File: config.mk
export PLATFORM = sky130hd
export DESIGN_NAME = cbp_subtractor_pipe
export DESIGN_NICKNAME = d
export VERILOG_FILES = /design/src/rtl/cbp_subtractor_pipe.sv
export SDC_FILE = /design/constraint.sdc
export NUM_CORES = 1
export LEC_CHECK = 0
export CORE_ASPECT_RATIO = 0.75
export CORE_MARGIN = 2
export CORE_UTILIZATION = 40
export CTS_CLUSTER_SIZE = 10
export DETAILED_ROUTE_END_ITERATION = 12
export PLACE_DENSITY = 0.65
export SLEW_MARGIN = 30
export SYNTH_ARGS = -nofsm -noshare
export SYNTH_HDL_FRONTEND = slang
export SYNTH_SLANG_ARGS = --single-unit
File: constraint.sdc
create_clock -name clk -period 3.6 [get_ports clk]
set_input_delay 0.9 -clock clk [delete_from_list [all_inputs] [get_ports clk]]
set_output_delay 0.9 -clock clk [all_outputs]
set_load 0.02 [all_outputs]
File: src/rtl/cbp_subtractor_pipe.sv
// cbp_subtractor_pipe: pipelined A - B - Bin built from carry-bypass blocks.
// The subtraction is done as A + ~B + ~Bin; each W-bit bypass block is one
// pipeline stage, so the pipeline is skewed: stage k adds its diff slice to the
// lower slices produced by earlier stages and forwards the unprocessed upper
// operand slices.
// Optional build macro: CBP_SUB_SATURATE_EN clamps Diff to the signed limits
// whenever Ovf is set. When it is not defined, Diff wraps mod 2^NUM_BITS.
//
// Handshake: a transfer happens on a rising edge where valid && ready are both
// high. All stages advance together when the output register is empty or being
// consumed (advance = !out_valid || out_ready). in_ready equals advance, so the
// operands are captured only on an edge where in_valid && in_ready. Bubbles are
// kept, not compressed.
module cbp_subtractor_pipe #(
    parameter int NUM_BITS   = 32,
    parameter int NUM_STAGES = 4
) (
    input  logic                clk,
    input  logic                rst_n,
    input  logic                in_valid,
    output logic                in_ready,
    input  logic [NUM_BITS-1:0] A,
    input  logic [NUM_BITS-1:0] B,
    input  logic                Bin,
    output logic                out_valid,
    input  logic                out_ready,
    output logic [NUM_BITS-1:0] Diff,
    output logic                Bout,
    output logic                Ovf,
    output logic                busy
);

    localparam int W    = NUM_BITS / NUM_STAGES;
    localparam int LAST = NUM_STAGES - 1;

    logic                  w_advance;
    logic [NUM_STAGES-1:0] w_stage_valid;
    logic [NUM_BITS-1:0]   w_diff_raw;
    logic                  w_amsb;
    logic                  w_bmsb;

    genvar k;
    generate
        for (k = 0; k < NUM_STAGES; k++) begin : g_stage
            localparam int DW = (k + 1) * W;
            localparam int RW = NUM_BITS - (k + 1) * W;

            logic          w_vin;
            logic          w_cin;
            logic          w_amsb_in;
            logic          w_bmsb_in;
            logic [W-1:0]  w_a;
            logic [W-1:0]  w_b;
            logic [W-1:0]  w_sum;
            logic          w_ripple_cout;
            logic          w_bypass;
            logic          w_cout;
            logic [DW-1:0] w_diff_next;

            logic          r_valid;
            logic          r_carry;
            logic          r_amsb;
            logic          r_bmsb;
            logic [DW-1:0] r_diff;

            if (k == 0) begin : g_src
                assign w_vin       = in_valid;
                assign w_cin       = ~Bin;
                assign w_a         = A[W-1:0];
                assign w_b         = B[W-1:0];
                assign w_amsb_in   = A[NUM_BITS-1];
                assign w_bmsb_in   = B[NUM_BITS-1];
                assign w_diff_next = w_sum;
            end else begin : g_src
                assign w_vin       = g_stage[k-1].r_valid;
                assign w_cin       = g_stage[k-1].r_carry;
                assign w_a         = g_stage[k-1].g_rem.r_arem[W-1:0];
                assign w_b         = g_stage[k-1].g_rem.r_brem[W-1:0];
                assign w_amsb_in   = g_stage[k-1].r_amsb;
                assign w_bmsb_in   = g_stage[k-1].r_bmsb;
                assign w_diff_next = {w_sum, g_stage[k-1].r_diff};
            end

            // Ripple add of A + ~B inside the block, carry starting at w_cin.
            always_comb begin : ripple
                logic c;
                c     = w_cin;
                w_sum = '0;
                for (int i = 0; i < W; i++) begin
                    w_sum[i] = w_a[i] ^ ~w_b[i] ^ c;
                    c        = (w_a[i] & ~w_b[i]) | (c & ~(w_a[i] ^ w_b[i]));
                end
                w_ripple_cout = c;
            end

            // When every bit propagates, the incoming carry skips the block.
            assign w_bypass = &(~(w_a ^ w_b));
            assign w_cout   = w_bypass ? w_cin : w_ripple_cout;

            assign w_stage_valid[k] = r_valid;

            // Stage register; carry resets to 1 so a cleared pipe shows no borrow.
            always_ff @(posedge clk or negedge rst_n) begin
                if (!rst_n) begin
                    r_valid <= 1'b0;
                    r_carry <= 1'b1;
                    r_amsb  <= 1'b0;
                    r_bmsb  <= 1'b0;
                    r_diff  <= '0;
                end else if (w_advance) begin
                    r_valid <= w_vin;
                    if (w_vin) begin
                        r_carry <= w_cout;
                        r_amsb  <= w_amsb_in;
                        r_bmsb  <= w_bmsb_in;
                        r_diff  <= w_diff_next;
                    end
                end
            end

            if (k < LAST) begin : g_rem
                logic [RW-1:0] r_arem;
                logic [RW-1:0] r_brem;
                logic [RW-1:0] w_arem_in;
                logic [RW-1:0] w_brem_in;

                if (k == 0) begin : g_src
                    assign w_arem_in = A[NUM_BITS-1:W];
                    assign w_brem_in = B[NUM_BITS-1:W];
                end else begin : g_src
                    assign w_arem_in = g_stage[k-1].g_rem.r_arem[RW+W-1:W];
                    assign w_brem_in = g_stage[k-1].g_rem.r_brem[RW+W-1:W];
                end

                // Carry the not-yet-processed operand slices down the pipe.
                always_ff @(posedge clk or negedge rst_n) begin
                    if (!rst_n) begin
                        r_arem <= '0;
                        r_brem <= '0;
                    end else if (w_advance && w_vin) begin
                        r_arem <= w_arem_in;
                        r_brem <= w_brem_in;
                    end
                end
            end
        end
    endgenerate

    assign out_valid  = g_stage[LAST].r_valid;
    assign w_advance  = !out_valid || out_ready;
    assign in_ready   = w_advance;
    assign busy       = |w_stage_valid;
    assign w_diff_raw = g_stage[LAST].r_diff;
    assign w_amsb     = g_stage[LAST].r_amsb;
    assign w_bmsb     = g_stage[LAST].r_bmsb;
    assign Bout       = ~g_stage[LAST].r_carry;
    assign Ovf        = (w_amsb != w_bmsb) && (w_diff_raw[NUM_BITS-1] != w_amsb);

`ifdef CBP_SUB_SATURATE_EN
    // Clamp to the signed limit on the side the minuend sits on.
    always_comb begin
        Diff = w_diff_raw;
        if (Ovf) begin
            Diff = w_amsb ? {1'b1, {(NUM_BITS-1){1'b0}}} : {1'b0, {(NUM_BITS-1){1'b1}}};
        end
    end
`else
    // Wrapping result straight from the last stage.
    always_comb begin
        Diff = w_diff_raw;
    end
`endif

endmodule

==> metrics.md, run 1 <==
| Metric | Value |
|---|---|
| Worst-Skew Late Latency | between 0.4 and 0.5 ns |
| Reg clk slew, reported paths | roughly 0.070 ns |
| CTS root buffer | clkbuf_16 |
| Setup Skew | 0.007064 ns |
| Top Metal Used | met4 |
| Data arrival, critical path | 4.11 ns |
| Failing checks | setup timing |
| Tcrit/Tclk final | 105.9% |
| Worst Hold Class | flip-flop to flip-flop |
| Fin cells | between 1,000 and 1,500 |
| Max Cap Viol | 0 |
| Sequential share of the synthesized area | between 50% and 60% |
| Synth unique cells | 29 |
| Worst-path fanout max | 2 |
| Lkg Pwr | 4.779 nW |
| Final min period | ~3.8 ns |
| CP startpoint | g_stage[2].r_carry |
| H-tree depth | 4 |
| Final ANT Viol Nets | 0 |
| Met2 WL | around 8000 um |
| Most frequent cells in the layout | dfrtp_1 (182), mux2_2 (122), clkdlybuf4s50_1 (99), inv_1 (67), o21ai_0 (64) |
| Critical hold path startpoint | g_stage[2].r_diff[14] |
| CP endpoint kind | flip-flop |
| Initial drt markers | around 200 |
| Share of cells above drive strength 1 | roughly a third |
| Fin. Hold Viols | 0 |
| Die W | around 170 um |
| Kind of critical path | flip-flop to flip-flop |
| Met3 WL | between 600 and 700 um |
| Remaining DRCs | 0 |
| Detailed-router iteration count before antenna repair | 4 |
| Core area | about 20,000 um2 |
| Fin nets | about 860 |
| I/O pin cnt | 106 |
| Row count | between 40 and 50 |
| Max Fclk | 262.2 MHz |
| Worst Tran Pin Value | ~0.66 ns |
| Die ar. | around 22,000 um2 |
| Status | finished with violations |
| Total routed wirelength | ~16,000 um |
| Total track usage | between 10% and 20% |
| Pwr Density | ~850 nW/um2 |
| Reg-to-Reg Start | g_stage[2].r_carry |
| Pin count of the biggest net entering global routing | 84 |
| DP HPWL | approximately 12,000 um |
| Max VDD drop | 346.8 uV |
| Yosys top cell by area | dfrtp_1 |
| Vias in the first global route | between 5,000 and 6,000 |
| Slew HR | 56.09% |
| Final Setup Violations | 8 |
| Placer Congestion | around 0.79 |
| Cells after DPL | between 900 and 1,000 |
| TritonCTS buffer count | 17 |
| CP max stage delay | 0.53 ns |
| Req. time, crit path | 3.90 ns |
| Synth top area share | between 50% and 60% |
| Hold Buf Count CTS | 0 |
| Clock sink count | approximately 190 |
| Die Y | between 100 and 150 um |
| Leading post-synthesis cells by cell area | dfrtp_1 (54%), mux2_2 (16%), fa_1 (7.6%), ha_1 (4.8%), o21ai_0 (4.0%) |
| Initial antenna violation count | 0 |
| Sequence of cells on the critical path | inv_2 -> fa_2 -> fa_2 -> fa_2 -> fa_2 -> fa_2 -> fa_2 -> fa_2 -> fa_2 -> o21ai_1 |
| Post-Syn Area | between 8000 and 9000 um2 |
| Area growth syn-to-layout | 26.78% |
| Routed WL per cell | 16.17 um |
| Syn_nets | around 730 |
| Total gr overflow | 0 |
| N_diodes | 0 |
| Initial Util | about 40% |
| Most common cell after layout, fill and taps aside | dfrtp_1 |
| Yosys warnings | 0 |
| Bufs on Longest Clock Path | 2 |
| Crit path top cell by count | fa_2 |
| Via/cell ratio | about 4.7 |
| Synthesis-stage register bit count | ~190 |
| Final WS setup | -0.2133 ns |
| Vias | between 4,000 and 5,000 |
| Syn avg cell area | around 14 um2 |
| Post-Syn Instances | 595 |
| CTS tree | built |
| Global-route wire length before repair | 26,900 um |
| RSZ-0062 raised after global routing | true |
| Startpoint types | flip-flop |
| Total power | between 9 and 10 mW |
| CP max-delay cell | dfstp_2 |
| Max-slew violations | 0 |
| WL met1 | about 7800 um |
| IO buf count | between 100 and 150 |
[metrics by stage]
step | instance area (um2) | setup TNS [ns] | worst slack (ns) | util (%) | hold WS, ns
2_1_floorplan | 8511 | -0.9054 | -0.3114 | - | 0.4522
3_5_place_dp | 9990 | -4.442 | -1.102 | 48.88 | 0.4910
5_1_grt | 10680 | -2.202 | -0.3655 | 52.25 | 0.5135
6_report | 10680 | -1.473 | -0.2133 | 52.25 | 0.4990
3_3_place_gp | 9990 | -3.813 | -0.9902 | 48.88 | 0.4744
4_1_cts | 10660 | -1.566 | -0.2296 | 52.13 | 0.5066
[final timing paths]
check	slack (ns)	end	cells after the start
setup / recovery	-0.21	Diff[31]	10
hold / removal	0.50	Diff[14]	1
setup reg to reg	-0.21	Diff[31]	10
hold reg to reg	0.50	Diff[14]	1
max in group asynchronous	2.27	g_stage[1].r_carry	2
min in group asynchronous	0.51	g_stage[0].r_diff[5]	1
[what timing repair did]
action | 4_1_cts | 5_1_grt
endpoints found under the setup margin | 9 | 8
pin swaps | 3 | 2
resized for setup | 27 | 2
buffers inserted | 4 | 2
[layer usage]
layer  GRT usage (%)  up-vias
li1                -     2256
met1           21.53     2491
met2           25.84       88
met3           3.910        8
met4           4.038        0
met5               0        -
[where the power goes]
part           internal (mW)  switching, mW
Clock                   1.15          0.780
Combinational           1.94           1.61
Sequential              3.04          0.606
[synth_stat cells]
| cell | n |
|---|---|
| o21ai_1 | 6 |
| dfrtp_1 | 182 |
| nor2b_4 | 1 |
| or4_1 | 1 |
| buf_8 | 2 |
| buf_2 | 3 |
| mux2_1 | 3 |
| nand2_2 | 2 |
| dfstp_2 | 4 |
| o31ai_1 | 3 |
| nand2b_1 | 1 |
| o21ba_2 | 1 |
| o21a_1 | 3 |
| nand3b_1 | 1 |
| o31a_1 | 1 |
| mux2_2 | 122 |
| ha_1 | 32 |
| nand4_1 | 8 |
| mux2_4 | 20 |
| inv_6 | 1 |
| o21ai_0 | 68 |
| buf_4 | 11 |
| fa_1 | 32 |
| nand2_1 | 2 |
| clkbuf_1 | 6 |
| buf_6 | 1 |
| nor3_1 | 4 |
| inv_1 | 73 |
| nand2_4 | 1 |
[registers in the layout, summed over array words and instances (netlist names)]
name	cells
g_stage.r_diff	48
g_stage.g_rem.r_arem	45
g_stage.g_rem.r_brem	45
Diff	32
g_stage.r_amsb	4
g_stage.r_bmsb	4
g_stage.r_carry	4
g_stage.r_valid	3
out_valid	1
[kinds of logic (layout without fill, tap and decap cells)]
logic type	Yosys count	after routing	share of synthesized area, %
compound gates	82	82	5.155
simple gates	21	21	1.619
mux	145	145	20.28
flops	186	186	55.32
fa+ha+maj	64	64	12.36
buf+inv	97	240	5.273
[critical path, delay by kind of cell, from the launching register on]
| family | cells | cell delay [ns] |
|---|---|---|
| buf+inv | 1 | 0.04 |
| flops | 1 | 0.53 |
| fa+ha+maj | 8 | 3.06 |
| compound gates | 1 | 0.05 |
[layout make-up]
cell class,count,area [um2]
Tap cell,282,352.8
Multi-Input combinational cell,312,3421
Sequential cell,186,4659
Fill cell,1677,9759
Inverter,74,300.3
Timing Repair Buffer,135,1334
Clock inverter,9,137.6
Clock buffer,22,474.2
(Power assumes the default switching activity.)
==> run 2, diff against run 1 <==
--- a/config.mk
+++ b/config.mk
@@ -5,12 +5,11 @@
 export SDC_FILE = /design/constraint.sdc
 export NUM_CORES = 1
 export LEC_CHECK = 0
-export CORE_ASPECT_RATIO = 0.75
 export CORE_MARGIN = 2
-export CORE_UTILIZATION = 40
+export CORE_UTILIZATION = 44
 export CTS_CLUSTER_SIZE = 10
 export DETAILED_ROUTE_END_ITERATION = 12
-export PLACE_DENSITY = 0.65
+export PLACE_DENSITY = 0.68
 export SLEW_MARGIN = 30
 export SYNTH_ARGS = -nofsm -noshare
 export SYNTH_HDL_FRONTEND = slang
==> constraint.sdc (replaced) <==
create_clock -name clk -period 4.9 [get_ports clk]
set_input_delay 1.225 -clock clk [delete_from_list [all_inputs] [get_ports clk]]
set_output_delay 1.225 -clock clk [all_outputs]
set_load 0.02 [all_outputs]
==> metrics.md, run 2 (synthesized netlist as in run 1, its figures left out) <==
| Metric | Value |
|---|---|
| H-tree depth | 4 (unchanged) |
| Placer Congestion | 0.8031 (was 0.7918) |
| Largest reg by FF count | g_stage.r_diff (unchanged) |
| Die ar. | 20,270 um2 (was 22,250 um2) |
| Vias | 4,753 (was 4,843) |
| Initial drt markers | 168 (was 203) |
| Routed WL per cell | 16.68 um (was 16.17 um) |
| Startpoint types | input pin (was flip-flop) |
| Setup Skew | 0.005672 ns (was 0.007064 ns) |
| Tcrit/Tclk final | between 90% and 100% |
| Data arrival, critical path | 5.00 ns (was 4.11 ns) |
| Vias in the first global route | 5,169 (was 5,237) |
| Lkg Pwr | 4.638 nW (was 4.779 nW) |
| N_diodes | 0 (unchanged) |
| Max-slew violations | 0 (unchanged) |
| Switching part of the total | 33.48% (was 32.84%) |
| Bufs on Longest Clock Path | 2 (unchanged) |
| Pin count of the biggest net entering global routing | 110 (was 84) |
| CP endpoint kind | flip-flop (unchanged) |
| Setup TNS | 0 ns (was -1.473 ns) |
| Worst-path fanout max | 2 (unchanged) |
| Total power | 6.425 mW (was 9.126 mW) |
| Fin. Hold Viols | 0 (unchanged) |
| DP HPWL | 10,820 um (was 11,850 um) |
| Worst reg-to-reg path cell count | 11 (was 10) |
| Clock Power Share | 20.8% (was 21.2%) |
| Most common cell after layout, fill and taps aside | dfrtp_1 (unchanged) |
| CTS root buffer | clkbuf_16 (unchanged) |
| Pwr Density | 627.1 nW/um2 (was 854.6 nW/um2) |
| IO buf count | 105 (unchanged) |
| Max VDD drop | 300.1 uV (was 346.8 uV) |
| Via/cell ratio | 5.024 (was 4.748) |
| Remaining DRCs | 0 (unchanged) |
| RSZ-0062 raised after global routing | false (was true) |
| Share of cells above drive strength 1 | 26.54% (was 34.82%) |
| Req. time, crit path | 5.23 ns (was 3.90 ns) |
| Status | finished clean (was finished with violations) |
| Max Fclk | around 210 MHz |
| CTS tree | built (unchanged) |
| Kind of critical path | input pin to flip-flop (was flip-flop to flip-flop) |
| Flop pwr share | 41.8% (was 39.9%) |
| Most frequent cells in the layout | dfrtp_1 (182), mux2_2 (122), clkdlybuf4s50_1 (104), inv_1 (73), o21ai_0 (68) (was dfrtp_1 (182), mux2_2 (122), clkdlybuf4s50_1 (99), inv_1 (67), o21ai_0 (64)) |
| Initial antenna violation count | 0 (unchanged) |
| Worst Hold Class | flip-flop to flip-flop (unchanged) |
| Hold path depth | 1 (unchanged) |
| Top flop regs | g_stage.r_diff x48, g_stage.g_rem.r_arem x45, g_stage.g_rem.r_brem x45 (unchanged) |
| Reg-to-Reg Start | g_stage[1].r_carry (was g_stage[2].r_carry) |
| Finished Core Util | 54.59% (was 52.25%) |
| Total routed wirelength | 15,780 um (was 16,500 um) |
| Setup Fix Bufs, Post-CTS | 0 (was 4) |
| Comb pwr share | 37.4% (was 38.9%) |
| Final ANT Viol Nets | 0 (unchanged) |
| Final min period | 4.672 ns |
| Area growth syn-to-layout | 21.64% (was 26.78%) |
| Total gr overflow | 0 (unchanged) |
| Slew HR | 38.90% (was 56.09%) |
| TritonCTS buffer count | 17 (unchanged) |
| Initial Util | 44.88% (was 41.21%) |
| I/O pin cnt | 106 (unchanged) |
| Max Cap Viol | 0 (unchanged) |
| Reg clk slew, reported paths | 0.06 ns (was 0.07 ns) |
| Total track usage | 16.77% (was 15.89%) |
| Fin nets | 833 (was 859) |
| Clock sink count | 186 (unchanged) |
| Detailed-router iteration count before antenna repair | 4 (unchanged) |
| Global-route wire length before repair | 26,340 um (was 26,900 um) |
| Hold Buf Count CTS | 0 (unchanged) |
| P_int | 4.274 mW (was 6.129 mW) |
| CP startpoint | A[0] (was g_stage[2].r_carry) |
| Die W | 142.4 um (was 171.6 um) |
| Final Setup Violations | 0 (was 8) |
| Core area | 18,770 um2 (was 20,440 um2) |
| Row count | 50 (was 45) |
| Psw | 2.151 mW (was 2.997 mW) |
| WHS | 0.4905 ns (was 0.4990 ns) |
| Worst-Skew Late Latency | 0.42 ns (about the same) |
| Max reg flops | 48 (unchanged) |
| Worst Tran Pin Value | 0.9165 ns (was 0.6587 ns) |
| Post-CTS sizing | 0 (was 27) |
| Die Y | 142.4 um (was 129.7 um) |
| Critical hold path startpoint | g_stage[0].g_rem.r_brem[13] (was g_stage[2].r_diff[14]) |
==> run 2: cell count changes in the layout (fill, tap and decap cells not counted), sizes merged <==
cell,delta
inv,-2
buf,-28
bufinv,-2
clkinv,+2
dlygate4sd2,-2
clkbuf,-1
clkinvlp,+2
clkdlybuf4s50,+5
==> run 2: area by class of cell <==
type | count | area [um2]
clock inverters | 9 | 90.09
multi-input cells | 312 | 3332
well taps | 234 | 292.8
fillers | 1563 | 8522
clock buffers | 22 | 494.2
flip-flops and latches | 186 | 4659
repair buffers | 109 | 1095
inverters | 74 | 282.8
==> run 2: final timing paths <==
check,to,slack (ns)
hold / removal,g_stage[1].g_rem.r_brem[5],0.49
min in group asynchronous,g_stage[0].g_rem.r_arem[20],0.81
setup reg to reg,g_stage[2].r_carry,0.66
max in group asynchronous,g_stage[1].g_rem.r_arem[2],3.04
setup / recovery,g_stage[0].r_carry,0.23
hold reg to reg,g_stage[1].g_rem.r_brem[5],0.49
==> run 2: per-stage QoR <==
stage	setup WS, ns	cells	cell area (um2)
2_1_floorplan	0.4118	595	8423
3_3_place_gp	-0.1148	915	9652
3_5_place_dp	-0.2812	915	9657
4_1_cts	0.2435	946	10240
5_1_grt	0.1310	946	10250
6_report	0.2275	946	10250
==> run 2: critical path, cell delays in order <==
cell,delay (ns)
clkdlybuf4s50_1,0.51
fa_1,0.18
inv_1,0.05
fa_1,0.38
fa_1,0.39
fa_1,0.39
fa_1,0.39
fa_1,0.39
fa_1,0.40
fa_1,0.37
o21a_1,0.11
o31ai_1,0.20
==> run 2: power by group through the flow <==
stage               Clock, mW  Combinational, mW  Sequential (mW)
global route             1.44               2.69             2.79
floorplan                   0               1.55             2.71
global placement            0               2.34             2.68
CTS                      1.37               2.46             2.70
detailed placement          0               2.44             2.72
finish                   1.34               2.40             2.69
==> run 2: routing by layer <==
metal | global-route usage [%] | wire length [um] | part of all wire, % | vias up
li1 | - | - | - | 2194
met1 | 23.17 | 7530 | 48 | 2433
met2 | 26.65 | 7390 | 47 | 107
met3 | 3.567 | 636 | 4.0 | 19
met4 | 5.524 | 220 | 1.4 | 0
met5 | 0 | 0 | 0 | -
